**config.mk**
```make
export PLATFORM = sky130hd
export DESIGN_NAME = vga_timing_gen
export DESIGN_NICKNAME = d
export VERILOG_FILES = /design/src/rtl/vga_timing_gen_pkg.sv /design/src/rtl/timing_axis_cnt.sv /design/src/rtl/vga_timing_gen.sv
export VERILOG_INCLUDE_DIRS = /design/src /design/src/rtl
export SDC_FILE = /design/constraint.sdc
export NUM_CORES = 1
export LEC_CHECK = 0
export CAP_MARGIN = 20
export CORE_MARGIN = 4
export CORE_UTILIZATION = 35
export CTS_BUF_LIST = sky130_fd_sc_hd__clkbuf_8
export DETAILED_ROUTE_END_ITERATION = 12
export PLACE_DENSITY_LB_ADDON = 0.12
export SLEW_MARGIN = 0
export SYNTH_ARGS = -nofsm -noshare
export SYNTH_HDL_FRONTEND = slang
export SYNTH_SLANG_ARGS = --single-unit
```
**constraint.sdc**
```tcl
create_clock -name Clk -period 2.6 [get_ports Clk]
set_input_delay 0.52 -clock Clk [delete_from_list [all_inputs] [get_ports Clk]]
set_output_delay 0.52 -clock Clk [all_outputs]
set_load 0.02 [all_outputs]
```
**src/rtl/vga_timing_defs.vh**
```
// rtl/vga_timing_defs.vh - default 640x480@60 timing constants and axis bound formulas
// Purpose: shared defaults for the raster generator plus the formulas that turn
//          active/porch/sync widths into total, sync-start and sync-end positions.
// Ports:   none (macros only).
`ifndef VGA_TIMING_DEFS_VH
`define VGA_TIMING_DEFS_VH

`define VGA_DEF_CLK_DIV   2
`define VGA_DEF_H_ACTIVE  640
`define VGA_DEF_H_FP      16
`define VGA_DEF_H_SYNC    96
`define VGA_DEF_H_BP      48
`define VGA_DEF_V_ACTIVE  480
`define VGA_DEF_V_FP      10
`define VGA_DEF_V_SYNC    2
`define VGA_DEF_V_BP      33

`define VGA_TOTAL(act, fp, sy, bp)  ((act) + (fp) + (sy) + (bp))
`define VGA_SYNC_START(act, fp)     ((act) + (fp))
`define VGA_SYNC_END(act, fp, sy)   ((act) + (fp) + (sy))

`endif

```
**src/rtl/vga_timing_gen_pkg.sv**
```systemverilog
// rtl/vga_timing_gen_pkg.sv - shared helpers for the VGA timing generator
// Purpose: prescaler width sizing and sync polarity mapping.
// Ports:   none (package).
package vga_timing_gen_pkg;

  // A divide-by-1 prescaler still needs a 1-bit register to stay legal.
  function automatic int presc_w(input int div);
    return (div > 1) ? $clog2(div) : 1;
  endfunction

  // Map "inside sync window" onto the configured pin level.
  function automatic logic sync_level(input logic in_sync, input logic pol);
    return in_sync ? pol : ~pol;
  endfunction

endpackage

```
**src/rtl/timing_axis_cnt.sv**
```systemverilog
// rtl/timing_axis_cnt.sv - one raster axis: wrap counter with registered sync/active decode
// Purpose: counts 0..TOTAL-1 on inc, flags the wrap, and registers sync/active
//          decoded from the next count so they line up with cnt.
// Ports:   clk, reset (sync, active-high), en (decode update enable), inc (advance),
//          cnt [WIDTH-1:0], wrap (comb, inc at TOTAL-1), in_sync, active.
module timing_axis_cnt
  import vga_timing_gen_pkg::*;
#(
  parameter int WIDTH      = 10,
  parameter int TOTAL      = 800,
  parameter int SYNC_START = 656,
  parameter int SYNC_END   = 752,
  parameter int ACTIVE     = 640
) (
  input  logic             clk,
  input  logic             reset,
  input  logic             en,
  input  logic             inc,
  output logic [WIDTH-1:0] cnt,
  output logic             wrap,
  output logic             in_sync,
  output logic             active
);

  // Bounds are one bit wider so SYNC_END may equal 2**WIDTH without truncating.
  localparam logic [WIDTH-1:0] LAST    = WIDTH'(TOTAL - 1);
  localparam logic [WIDTH:0]   S_START = (WIDTH + 1)'(SYNC_START);
  localparam logic [WIDTH:0]   S_END   = (WIDTH + 1)'(SYNC_END);
  localparam logic [WIDTH:0]   ACT     = (WIDTH + 1)'(ACTIVE);

  logic [WIDTH-1:0] cnt_q, cnt_d;
  logic             sync_q, sync_d;
  logic             active_q, active_d;
  logic [WIDTH:0]   cnt_ext;

  always_comb begin
    wrap     = inc && (cnt_q == LAST);
    cnt_d    = cnt_q;
    sync_d   = sync_q;
    active_d = active_q;
    if (inc) begin
      cnt_d = wrap ? '0 : cnt_q + WIDTH'(1);
    end
    cnt_ext = {1'b0, cnt_d};
    // Decoding the next count keeps sync/active in step with cnt; holding
    // while disabled keeps the post-reset idle levels until counting starts.
    if (en) begin
      sync_d   = (cnt_ext >= S_START) && (cnt_ext < S_END);
      active_d = (cnt_ext < ACT);
    end
  end

  always_ff @(posedge clk) begin
    if (reset) begin
      cnt_q    <= '0;
      sync_q   <= 1'b0;
      active_q <= 1'b0;
    end else begin
      cnt_q    <= cnt_d;
      sync_q   <= sync_d;
      active_q <= active_d;
    end
  end

  assign cnt     = cnt_q;
  assign in_sync = sync_q;
  assign active  = active_q;

endmodule

```
**src/rtl/vga_timing_gen.sv**
```systemverilog
// rtl/vga_timing_gen.sv - parametrised VGA raster timing generator
// Purpose: prescales Clk into a pixel tick and drives horizontal/vertical axis
//          counters, syncs, the active-video window and line/frame pulses.
// Ports:   Clk, Reset (sync, active-high), En (count enable),
//          pixel_x/pixel_y [CNT_W-1:0], pixel_tick, hsync, vsync, video_on,
//          line_end, frame_end.
`include "vga_timing_defs.vh"

module vga_timing_gen
  import vga_timing_gen_pkg::*;
#(
  parameter int CLK_DIV  = `VGA_DEF_CLK_DIV,
  parameter int H_ACTIVE = `VGA_DEF_H_ACTIVE,
  parameter int H_FP     = `VGA_DEF_H_FP,
  parameter int H_SYNC   = `VGA_DEF_H_SYNC,
  parameter int H_BP     = `VGA_DEF_H_BP,
  parameter int V_ACTIVE = `VGA_DEF_V_ACTIVE,
  parameter int V_FP     = `VGA_DEF_V_FP,
  parameter int V_SYNC   = `VGA_DEF_V_SYNC,
  parameter int V_BP     = `VGA_DEF_V_BP,
  parameter bit HS_POL   = 1'b0,
  parameter bit VS_POL   = 1'b0,
  parameter int CNT_W    = 10
) (
  input  logic             Clk,
  input  logic             Reset,
  input  logic             En,
  output logic [CNT_W-1:0] pixel_x,
  output logic [CNT_W-1:0] pixel_y,
  output logic             pixel_tick,
  output logic             hsync,
  output logic             vsync,
  output logic             video_on,
  output logic             line_end,
  output logic             frame_end
);

  localparam int H_TOTAL = `VGA_TOTAL(H_ACTIVE, H_FP, H_SYNC, H_BP);
  localparam int V_TOTAL = `VGA_TOTAL(V_ACTIVE, V_FP, V_SYNC, V_BP);
  localparam int PW      = presc_w(CLK_DIV);
  localparam logic [PW-1:0] PRESC_LAST = PW'(CLK_DIV - 1);

  logic [PW-1:0] presc_q, presc_d;
  logic          line_end_q, line_end_d;
  logic          frame_end_q, frame_end_d;
  logic          h_wrap, v_wrap, v_inc;
  logic          h_in_sync, v_in_sync, h_active, v_active;

  // Tick is masked during Reset so nothing downstream sees a pixel advance
  // in the cycle the counters are being cleared.
  assign pixel_tick = En && !Reset && (presc_q == PRESC_LAST);
  assign v_inc      = pixel_tick & h_wrap;

  always_comb begin
    presc_d = presc_q;
    if (En) begin
      presc_d = (presc_q == PRESC_LAST) ? '0 : presc_q + PW'(1);
    end
    // Wraps only happen on a tick, so these are single-cycle by construction
    // and never stretched by the prescaler.
    line_end_d  = h_wrap;
    frame_end_d = h_wrap & v_wrap;
  end

  always_ff @(posedge Clk) begin
    if (Reset) begin
      presc_q     <= '0;
      line_end_q  <= 1'b0;
      frame_end_q <= 1'b0;
    end else begin
      presc_q     <= presc_d;
      line_end_q  <= line_end_d;
      frame_end_q <= frame_end_d;
    end
  end

  timing_axis_cnt #(
    .WIDTH      (CNT_W),
    .TOTAL      (H_TOTAL),
    .SYNC_START (`VGA_SYNC_START(H_ACTIVE, H_FP)),
    .SYNC_END   (`VGA_SYNC_END(H_ACTIVE, H_FP, H_SYNC)),
    .ACTIVE     (H_ACTIVE)
  ) u_h_axis (
    .clk     (Clk),
    .reset   (Reset),
    .en      (En),
    .inc     (pixel_tick),
    .cnt     (pixel_x),
    .wrap    (h_wrap),
    .in_sync (h_in_sync),
    .active  (h_active)
  );

  timing_axis_cnt #(
    .WIDTH      (CNT_W),
    .TOTAL      (V_TOTAL),
    .SYNC_START (`VGA_SYNC_START(V_ACTIVE, V_FP)),
    .SYNC_END   (`VGA_SYNC_END(V_ACTIVE, V_FP, V_SYNC)),
    .ACTIVE     (V_ACTIVE)
  ) u_v_axis (
    .clk     (Clk),
    .reset   (Reset),
    .en      (En),
    .inc     (v_inc),
    .cnt     (pixel_y),
    .wrap    (v_wrap),
    .in_sync (v_in_sync),
    .active  (v_active)
  );

  assign hsync     = sync_level(h_in_sync, HS_POL);
  assign vsync     = sync_level(v_in_sync, VS_POL);
  assign video_on  = h_active & v_active;
  assign line_end  = line_end_q & En;
  assign frame_end = frame_end_q & En;

endmodule

```
==> Yosys cells after proc, flatten, opt, wreduce, memory -nomap -nowiden <==
Index checks and enable logic that the tools add are counted.
{ "word_totals": {"regBits": 27, "in_bits": 3, "out_inout_bits": 26} }
{ "op_classes": {"n_addsub": 3, "order_cmp": 6, "n_eq_ne": 2, "n_mux": 7, "bitwise": 5, "n_reduce_logical": 7} }
{ "ops": {"columns": ["cell", "n"], "rows": [
  ["two-way mux 10 bit", 4],
  ["adder 10 x 1 -> 10 bit, second input constant", 2],
  ["== test 10 bit, second input constant", 2],
  ["< comparator 10 bit, second input constant", 2],
  ["< comparator 10 x 9 -> 1 bit, second input constant", 2],
  ["greater-or-equal comparator 10 bit, second input constant", 1],
  ["greater-or-equal comparator 10 x 9 -> 1 bit, second input constant", 1],
  ["logical AND 1 bit", 6],
  ["AND 1 bit", 5],
  ["two-way mux 1 bit", 3],
  ["adder 1 bit, second input constant", 1],
  ["logical NOT 1 bit", 1]
]} }

==> Depth between registers and ports, before layout <==
{ "depth": {"ltp_word": 10, "ltp_mapped": 10, "depth_no_buf": 9} }

==> Hierarchy <==
Synthesis repeated with hierarchy kept, for this count alone.
{ "unflattened": {"cells_unflattened": 175, "area_unflattened_um2": 1569.0} }
{ "by_module_without_submodules": {"columns": ["module", "n_inst", "cells_per_inst", "area_per_inst_um2", "seq_area_each_um2"], "rows": [
  ["timing_axis_cnt at u_v_axis", 1, 81, 732.0, 240.2],
  ["timing_axis_cnt at u_h_axis", 1, 79, 706.9, 240.2],
  ["vga_timing_gen", 1, 15, 130.1, 60.1]
]} }

==> Least setup slack after synthesis <==
Ideal clock, no wire load.
{ "synth_timing": {"path_kind": "reg-to-reg", "startpoint": "reg u_h_axis.cnt_q[0] (netlist: u_h_axis.cnt[0])", "endpoint": "reg u_v_axis.sync_q (netlist: u_v_axis.in_sync)", "arrival_time_ns": 1.998, "required_ns": 2.504, "setup_slack_ns": 0.506, "stages_incl_launch_ff": 10, "cell_sequence": "dfxtp_1 -> ha_1 -> nand3b_4 -> nor2_8 -> nand3_4 -> clkinv_4 -> o21ai_2 -> a2111oi_4 -> nand2_1 -> o41ai_2"} }
{ "synth_via": {"elab_chain_cells": 8, "word_cells_on_any_way": 9} }
{ "synth_rtl": {"columns": ["element", "line_no", "rtl"], "rows": [
  ["start: declaration", "timing_axis_cnt.sv:31", "logic [WIDTH-1:0] cnt_q, cnt_d;"],
  ["start signal: assignment", "timing_axis_cnt.sv:59", "cnt_q <= cnt_d;"],
  ["== test 10 bit (*)", "timing_axis_cnt.sv:37", "wrap = inc && (cnt_q == LAST);"],
  ["logical AND 1 bit (*)", "timing_axis_cnt.sv:37", null],
  ["AND 1 bit (*)", "vga_timing_gen.sv:52", "assign v_inc = pixel_tick & h_wrap;"],
  ["logical AND 1 bit", "timing_axis_cnt.sv:37", null],
  ["two-way mux 10 bit", "timing_axis_cnt.sv:42", "cnt_d = wrap ? '0 : cnt_q + WIDTH'(1);"],
  ["two-way mux 10 bit (*)", "timing_axis_cnt.sv:41", "if (inc) begin"],
  ["greater-or-equal comparator 10 x 9 -> 1 bit / < comparator 10 x 9 -> 1 bit (equally long branches)", "timing_axis_cnt.sv:48", "sync_d = (cnt_ext >= S_START) && (cnt_ext < S_END);"],
  ["logical AND 1 bit (*)", "timing_axis_cnt.sv:48", null],
  ["end signal: assignment", "timing_axis_cnt.sv:60", "sync_q <= sync_d;"],
  ["end: declaration", "timing_axis_cnt.sv:32", "logic sync_q, sync_d;"]
]} }
Mark *: on every way between the ends. The rest lies on a longest branch, timed or not.
A chain may end at the register's enable or synchronous reset.

==> Worst setup path after layout <==
{ "layout_timing": {"startpoint": "in En", "endpoint": "out pixel_tick"} }
{ "layout_via": {"elab_chain_cells": 2} }
{ "layout_rtl": {"columns": ["element", "line_no", "rtl"], "rows": [
  ["start: declaration", "vga_timing_gen.sv:27", "input logic En,"],
  ["logical AND 1 bit (2 in a row)", "vga_timing_gen.sv:51", "assign pixel_tick = En && !Reset && (presc_q == PRESC_LAST);"],
  ["end: declaration", "vga_timing_gen.sv:30", "output logic pixel_tick,"]
]} }
Every way passes these cells.

==> metrics.json <==
{
  "floorplanning": {
    "site_row_count": 23,
    "num_io_pins": 29,
    "dieArea_mm2": 0.00551,
    "height_of_the_die_um": 74.3,
    "die-width_um": 74.3,
    "start_util": 0.373,
    "core_region_area_mm2": 0.00412
  },
  "synthesis": {
    "yosysWarningCount": 0,
    "ys_dominant_reg_cell": "sky130_fd_sc_hd__dfxtp_1",
    "netlist-cell-type-count": 44,
    "synth_enable_flop_cells": 0,
    "postSynthNetCount": 191,
    "synth.yosys.seq_area_share": 0.352,
    "yosys-top-cells-area": "sky130_fd_sc_hd__dfxtp_1, sky130_fd_sc_hd__nor2_1, sky130_fd_sc_hd__nand2_1",
    "synth_largest_area_cell": "sky130_fd_sc_hd__dfxtp_1",
    "syn-mean-instance-area_um2": 8.31,
    "syn-cell-area_mm2": 0.00154,
    "cells_after_synthesis": 185,
    "yosys_register_bits": 27,
    "async_flop_share": 0,
    "synth_top_area_frac": 0.352
  },
  "placed_design": {
    "pre_cts_slack_ns": 0.0754,
    "gp_congestion": 0.788,
    "dp_hpwl_um": 2760,
    "place.port_buffers": 28,
    "place.detailed.instances": 265
  },
  "critical_path": {
    "worst_r2r_startpoint": "u_v_axis.cnt[0]",
    "startpoint_type": "primary input",
    "required_ns": 2.08,
    "crit_chain": "clkdlybuf4s50_1 > nand2_1 > nor2_1 > clkdlybuf4s50_1",
    "critPathCaptureType": "primary output",
    "crit_top_cell": "sky130_fd_sc_hd__clkdlybuf4s50_1",
    "worst_path_max_delay_cell": "sky130_fd_sc_hd__clkdlybuf4s50_1",
    "worstPathBufferInverterCount": 2,
    "max_stage_delay_ns": 0.60,
    "timing.setup.critical_path_class": "primary input to primary output",
    "arrival_ns": 1.94,
    "crit_start": "En",
    "critical-path-top-delay-family": "buffers and inverters",
    "critical_path.max_fanout": 6
  },
  "cells_and_area": {
    "syn_to_final_growth_pct": 26.9,
    "layout_common_cells": "sky130_fd_sc_hd__nor2_1, sky130_fd_sc_hd__clkdlybuf4s50_1, sky130_fd_sc_hd__dfxtp_1, sky130_fd_sc_hd__nand2_1, sky130_fd_sc_hd__nand3_1",
    "ff_latch_area_um2": 541,
    "design.final.nets": 226,
    "layout.filler_cells": 414,
    "multi_input_comb_area_um2": 910,
    "antenna_cells": 0,
    "post_layout_instance_count_excluding_filler_cells": 269,
    "layout.cells.most_common": "sky130_fd_sc_hd__nor2_1",
    "post_route_cells_drive_above_1_share": 0.123,
    "finalCoreUtilization": 0.474
  },
  "timing": {
    "skew_ns": 0.00382,
    "hold_viol": 0,
    "final_max_slew_viol_count": 0,
    "rsz_0062_raised_after_global_routing": "no",
    "totalNegativeSetupSlack_ns": 0,
    "finalCritPeriodShare": 0.947,
    "finalCriticalPeriod_ns": 2.46,
    "final-setup-viol-count": 0,
    "fmax_ghz": 0.406,
    "tightest_slew_ns": 0.406,
    "fin_ws_ns": 0.137,
    "timing.slew.headroom": 0.729
  },
  "min_path": {
    "worst_hold_startpoint": "u_h_axis.in_sync",
    "worst_hold_path_type": "flip-flop to flip-flop"
  },
  "drt": {
    "dr_iter_0_viols": 70,
    "firstDrtPassIters": 4,
    "ant_nets": 0,
    "wl_per_cell_um": 13.7,
    "remaining_drc_errors": 0,
    "finalWirelength_um": 3690,
    "num_vias": 1426,
    "viasPerCell": 5.30
  },
  "power": {
    "p_per_area_mw_per_mm2": 365,
    "post-layout-total-power_uw": 711,
    "static-leakage-power_nw": 0.703,
    "power.ir.vdd_worst_v": 0.000201
  },
  "clocking": {
    "cts.path.max_buffers": 2,
    "worstSkewPairLatency_ns": 0.27,
    "cts.sink_count": 27,
    "cts.clk_slew.worst_paths_ns": 0.09,
    "cts_tree": "built",
    "cts_resized": 0,
    "cts-hold-fix-buffers": 0,
    "total_setup_buffers_inserted_after_cts": 0,
    "cts_inserted_buffers": 3,
    "htree_num_levels": 1,
    "clock-root-buffer": "sky130_fd_sc_hd__clkbuf_8"
  },
  "global_routing": {
    "grt_first_pass_wirelength_um": 6220,
    "grt_use_total": 0.143,
    "antenna_found_initial": 0,
    "grt_start_max_net_pins": 16,
    "vias_in_the_first_global_route": 1338,
    "global_route.overflow_total": 0
  },
  "run": {
    "cap_viol_max_count": 0
  },
  "run_status": {
    "status": "finished clean"
  }
}
synth_stat cells (2+ instances only):
cell type	count
sky130_fd_sc_hd__a32oi_1	2
sky130_fd_sc_hd__buf_2	2
sky130_fd_sc_hd__clkbuf_1	3
sky130_fd_sc_hd__nand2b_1	2
sky130_fd_sc_hd__o21ai_0	6
sky130_fd_sc_hd__nand4_1	4
sky130_fd_sc_hd__inv_1	7
sky130_fd_sc_hd__nor2_1	30
sky130_fd_sc_hd__a21oi_1	10
sky130_fd_sc_hd__and4_1	2
sky130_fd_sc_hd__and3_1	2
sky130_fd_sc_hd__nand3_4	2
sky130_fd_sc_hd__nor3_1	7
sky130_fd_sc_hd__dfxtp_1	27
sky130_fd_sc_hd__xor2_1	5
sky130_fd_sc_hd__and2_1	5
sky130_fd_sc_hd__or2_2	3
sky130_fd_sc_hd__nand2_1	19
sky130_fd_sc_hd__xnor2_1	8
sky130_fd_sc_hd__ha_1	3
sky130_fd_sc_hd__buf_6	2
sky130_fd_sc_hd__nand3_1	12
kinds of logic after synthesis:
group,count (synthesis),share of synthesized area
xor gates and xnor gates,13,0.0741
and+or+nand+nor,95,0.344
DFF,27,0.352
buffers and inverters,16,0.0562
adders and majority gates,3,0.0244
AOI/OAI and AO/OA,31,0.149
through the flow:
step / hold slack [ns] / instance area (µm²)
6_report: 0.468 / 1950
5_1_grt: 0.486 / 1950
4_1_cts: 0.473 / 1950
3_5_place_dp: 0.453 / 1900
3_3_place_gp: 0.447 / 1900
2_1_floorplan: 0.425 / 1540
tightest hold or removal path, delay by kind of cell (launching register included):
| kind | cells | cell delay [ns] |
|---|---|---|
| flip-flops | 1 | 0.32 |
| AO/OA/AOI/OAI | 1 | 0.05 |
| AND/OR/NAND/NOR | 1 | 0.05 |
registers in the layout, indices dropped and copies added (netlist names):
| register | cells |
|---|---|
| line_end_q | 1 |
| u_v_axis.active | 1 |
| frame_end_q | 1 |
| u_v_axis.in_sync | 1 |
| u_v_axis.cnt | 10 |
| u_h_axis.active | 1 |
| u_h_axis.in_sync | 1 |
| u_h_axis.cnt | 10 |
| presc_q | 1 |
final timing paths:
kind / end / depth (start not counted) / slack, ns
hold reg to reg: u_h_axis.in_sync / 2 / 0.47
hold / removal: u_h_axis.in_sync / 2 / 0.47
setup reg to reg: u_v_axis.in_sync / 8 / 0.52
setup / recovery: pixel_tick / 4 / 0.14
layout make-up:
cell class / count / area share
inverters: 8 / 0.0180
flip-flops and latches: 27 / 0.277
clock buffers: 3 / 0.0212
well taps: 50 / 0.0321
repair buffers: 38 / 0.182
multi-input cells: 142 / 0.467
clock inverters: 1 / 0.00257
routing by layer:
metal,vias to the layer above,global-route usage,share of wire
met4,0,0.0237,0.0057
met2,35,0.244,0.48
met1,675,0.185,0.47
met3,2,0.0365,0.042
met5,-,0,0
li1,714,-,-
power by group:
part	switching (mW)	internal [mW]	total (mW)
sequential	0.00577	0.419	0.424
combinational	0.0226	0.0216	0.0443
clock	0.135	0.107	0.242
Note: power is estimated with default switching activity, not from simulation.
==> patch (config.mk and constraints unchanged) <==
`HS_POL`: 1'b0 -> 1'b1.
--- a/src/rtl/vga_timing_gen.sv
+++ b/src/rtl/vga_timing_gen.sv
@@ -18,7 +18,7 @@
   parameter int V_FP     = `VGA_DEF_V_FP,
   parameter int V_SYNC   = `VGA_DEF_V_SYNC,
   parameter int V_BP     = `VGA_DEF_V_BP,
-  parameter bit HS_POL   = 1'b0,
+  parameter bit HS_POL   = 1'b1,
   parameter bit VS_POL   = 1'b0,
   parameter int CNT_W    = 10
 ) (
Formal check against the unedited RTL: not equivalent (Yosys sat finds a counterexample within 4 cycles, from zero or initial values and one cycle with Reset high).
==> patch against the unedited design <==
Routed wire length grew 12%. Sequential cell count unchanged. Synthesized area is 0.98% lower. Hold slack gained 19 ps. Register-to-register slack worse by 250 ps. Final cell count grew 3.3%. First-iteration DRC count grew 19%. Clock skew decreased by 1.8 ps. Worst setup slack better by 56 ps. Global-route usage grew 2.3 points. Final area rose by 1.9%. Power fell by 1.1%. Synthesized cell count grew 2.2%. Critical endpoint is now line_end. Highest routed layer unchanged.
==> patch: results (changes against the unedited design) <==
[run_status]
outcome = finished, final reports clean

[worst_setup_path]
r2r_end = u_v_axis.active
worst-r2r-setup-slack_ps = 270  ; -250 ps
worstPathArrival_ps = 1890  ; -50 ps
cp_max_fo = 10  ; +4
r2r_cells = 7  ; -1
reg2reg_from = u_h_axis.cnt[1]

[routing]
wl_met2_mm = 2.01  ; +13%
wl_met3_um = 140  ; -9.7%
wire_per_inst_um = 14.8  ; +8.1%
drt_iter0_markers = 83  ; +19%
vias = 1491  ; +4.6%
met1_length_mm = 1.93  ; +11%

[placed_design]
post-dp-hpwl_mm = 3.07  ; +11%
gp_congestion = 0.844  ; +7.1%

[sta]
timing.slew.headroom_pct = 72.2  ; -0.68 points
hold_ws_ps = 487  ; +18.9 ps
fin_skew_ps = 2.03  ; -1.79 ps

[pwr]
p_leak_nw = 0.719  ; +2.3%
max-vdd-ir-drop_mv = 0.265  ; +32%

[synthesis]
synthesis.nets = 195  ; +2.1%
synth-xor-area-share_pct = 6.91  ; -0.50 points
yosysUniqueCellTypes = 48  ; +9.1%
yosys.area_share.adder_pct = 2.47  ; +0.024 points
synth_compound_area_share_pct = 15.2  ; +0.31 points
synth_area_leaders = dfxtp_1 36%, nor3_1 4.6%, a21oi_1 4.3%

[clock_network]
path_clk_slew_ps = 90  ; about the same
clock_path_buffers = 2  ; unchanged

[global_route]
grt_use_total_pct = 16.5  ; +2.3 points
grt_max_degree = 27  ; +11

[layout]
drive_above_1_share_pct = 11.4  ; -0.93 points
fin_nets = 235  ; +4.0%

## patch: cell count changes in the layout (fill, tap and decap cells not counted), sizes merged, moves of 3 or more
| cell | before | now |
|---|---|---|
| a21oi | 10 | 13 |
| nand3 | 14 | 11 |
| buf | 10 | 17 |
| nor2 | 31 | 18 |
| nor3 | 7 | 14 |
| or2 | 3 | 0 |
## patch: critical path, stage by stage
cell,delay [ps]
clkdlybuf4s50_1,470
buf_4,170
and2_1,130
clkdlybuf4s50_1,600
## patch: routing by layer
metal  up-vias  global-route usage, %
met3         4                   3.11
met4         0                   3.22
met1       696                   21.4
li1        757                      -
met2        34                   28.8
met5         -                      0
## patch: worst max path at each step
stage,endpoint,slack (ps),cells after the start
after floorplan,u_v_axis.active,230,8
after global placement,u_v_axis.active,-60,7
after detailed placement,u_v_axis.in_sync,-100,7
after CTS,pixel_tick,90,5
after global routing,line_end,100,4
final,line_end,190,4
## patch: report_power, final
part / leakage (nW) / switching, W / internal (W) / total, W
clock: 0.0269 / 0.000135 / 0.000106 / 0.000241
sequential: 0.218 / 0.00000397 / 0.000418 / 0.000422
combinational: 0.474 / 0.0000211 / 0.0000185 / 0.0000396
total: 0.719 / 0.000160 / 0.000543 / 0.000703
## patch: kinds of logic after synthesis
kind of cell / Yosys count
AO/OA/AOI/OAI: 36
XOR/XNOR: 12
AND/OR/NAND/NOR: 93
flip-flops: 27
adder cells (fa/ha/maj): 3
multiplexers: 1
buffers and inverters: 17
## patch: stage by stage
step	instances	area [µm²]	total power [W]	TNS, ps	setup slack [ps]
floorplan	189	1520	0.000455	0	233
global placement	274	1940	0.000471	-113	-63.6
detailed placement	274	1940	0.000472	-189	-99.3
CTS	278	1980	0.000717	0	90.2
global route	278	1990	0.000734	0	101
finish	278	1990	0.000703	0	194
## patch: cell type report
| class | instances | area [µm²] | area share, % |
|---|---|---|---|
| clock buffers | 3 | 41.3 | 2.08 |
| inverters | 7 | 26.3 | 1.32 |
| well taps | 50 | 62.6 | 3.15 |
| repair buffers | 45 | 410 | 20.7 |
| flip-flops and latches | 27 | 541 | 27.2 |
| clock inverters | 1 | 3.75 | 0.189 |
| multi-input cells | 145 | 901 | 45.4 |
## patch: timing repair
item                                    4_1_cts  5_1_grt
gates resized for setup                       0        1
endpoints found under the hold margin         0        0
endpoints found under the setup margin        0        1
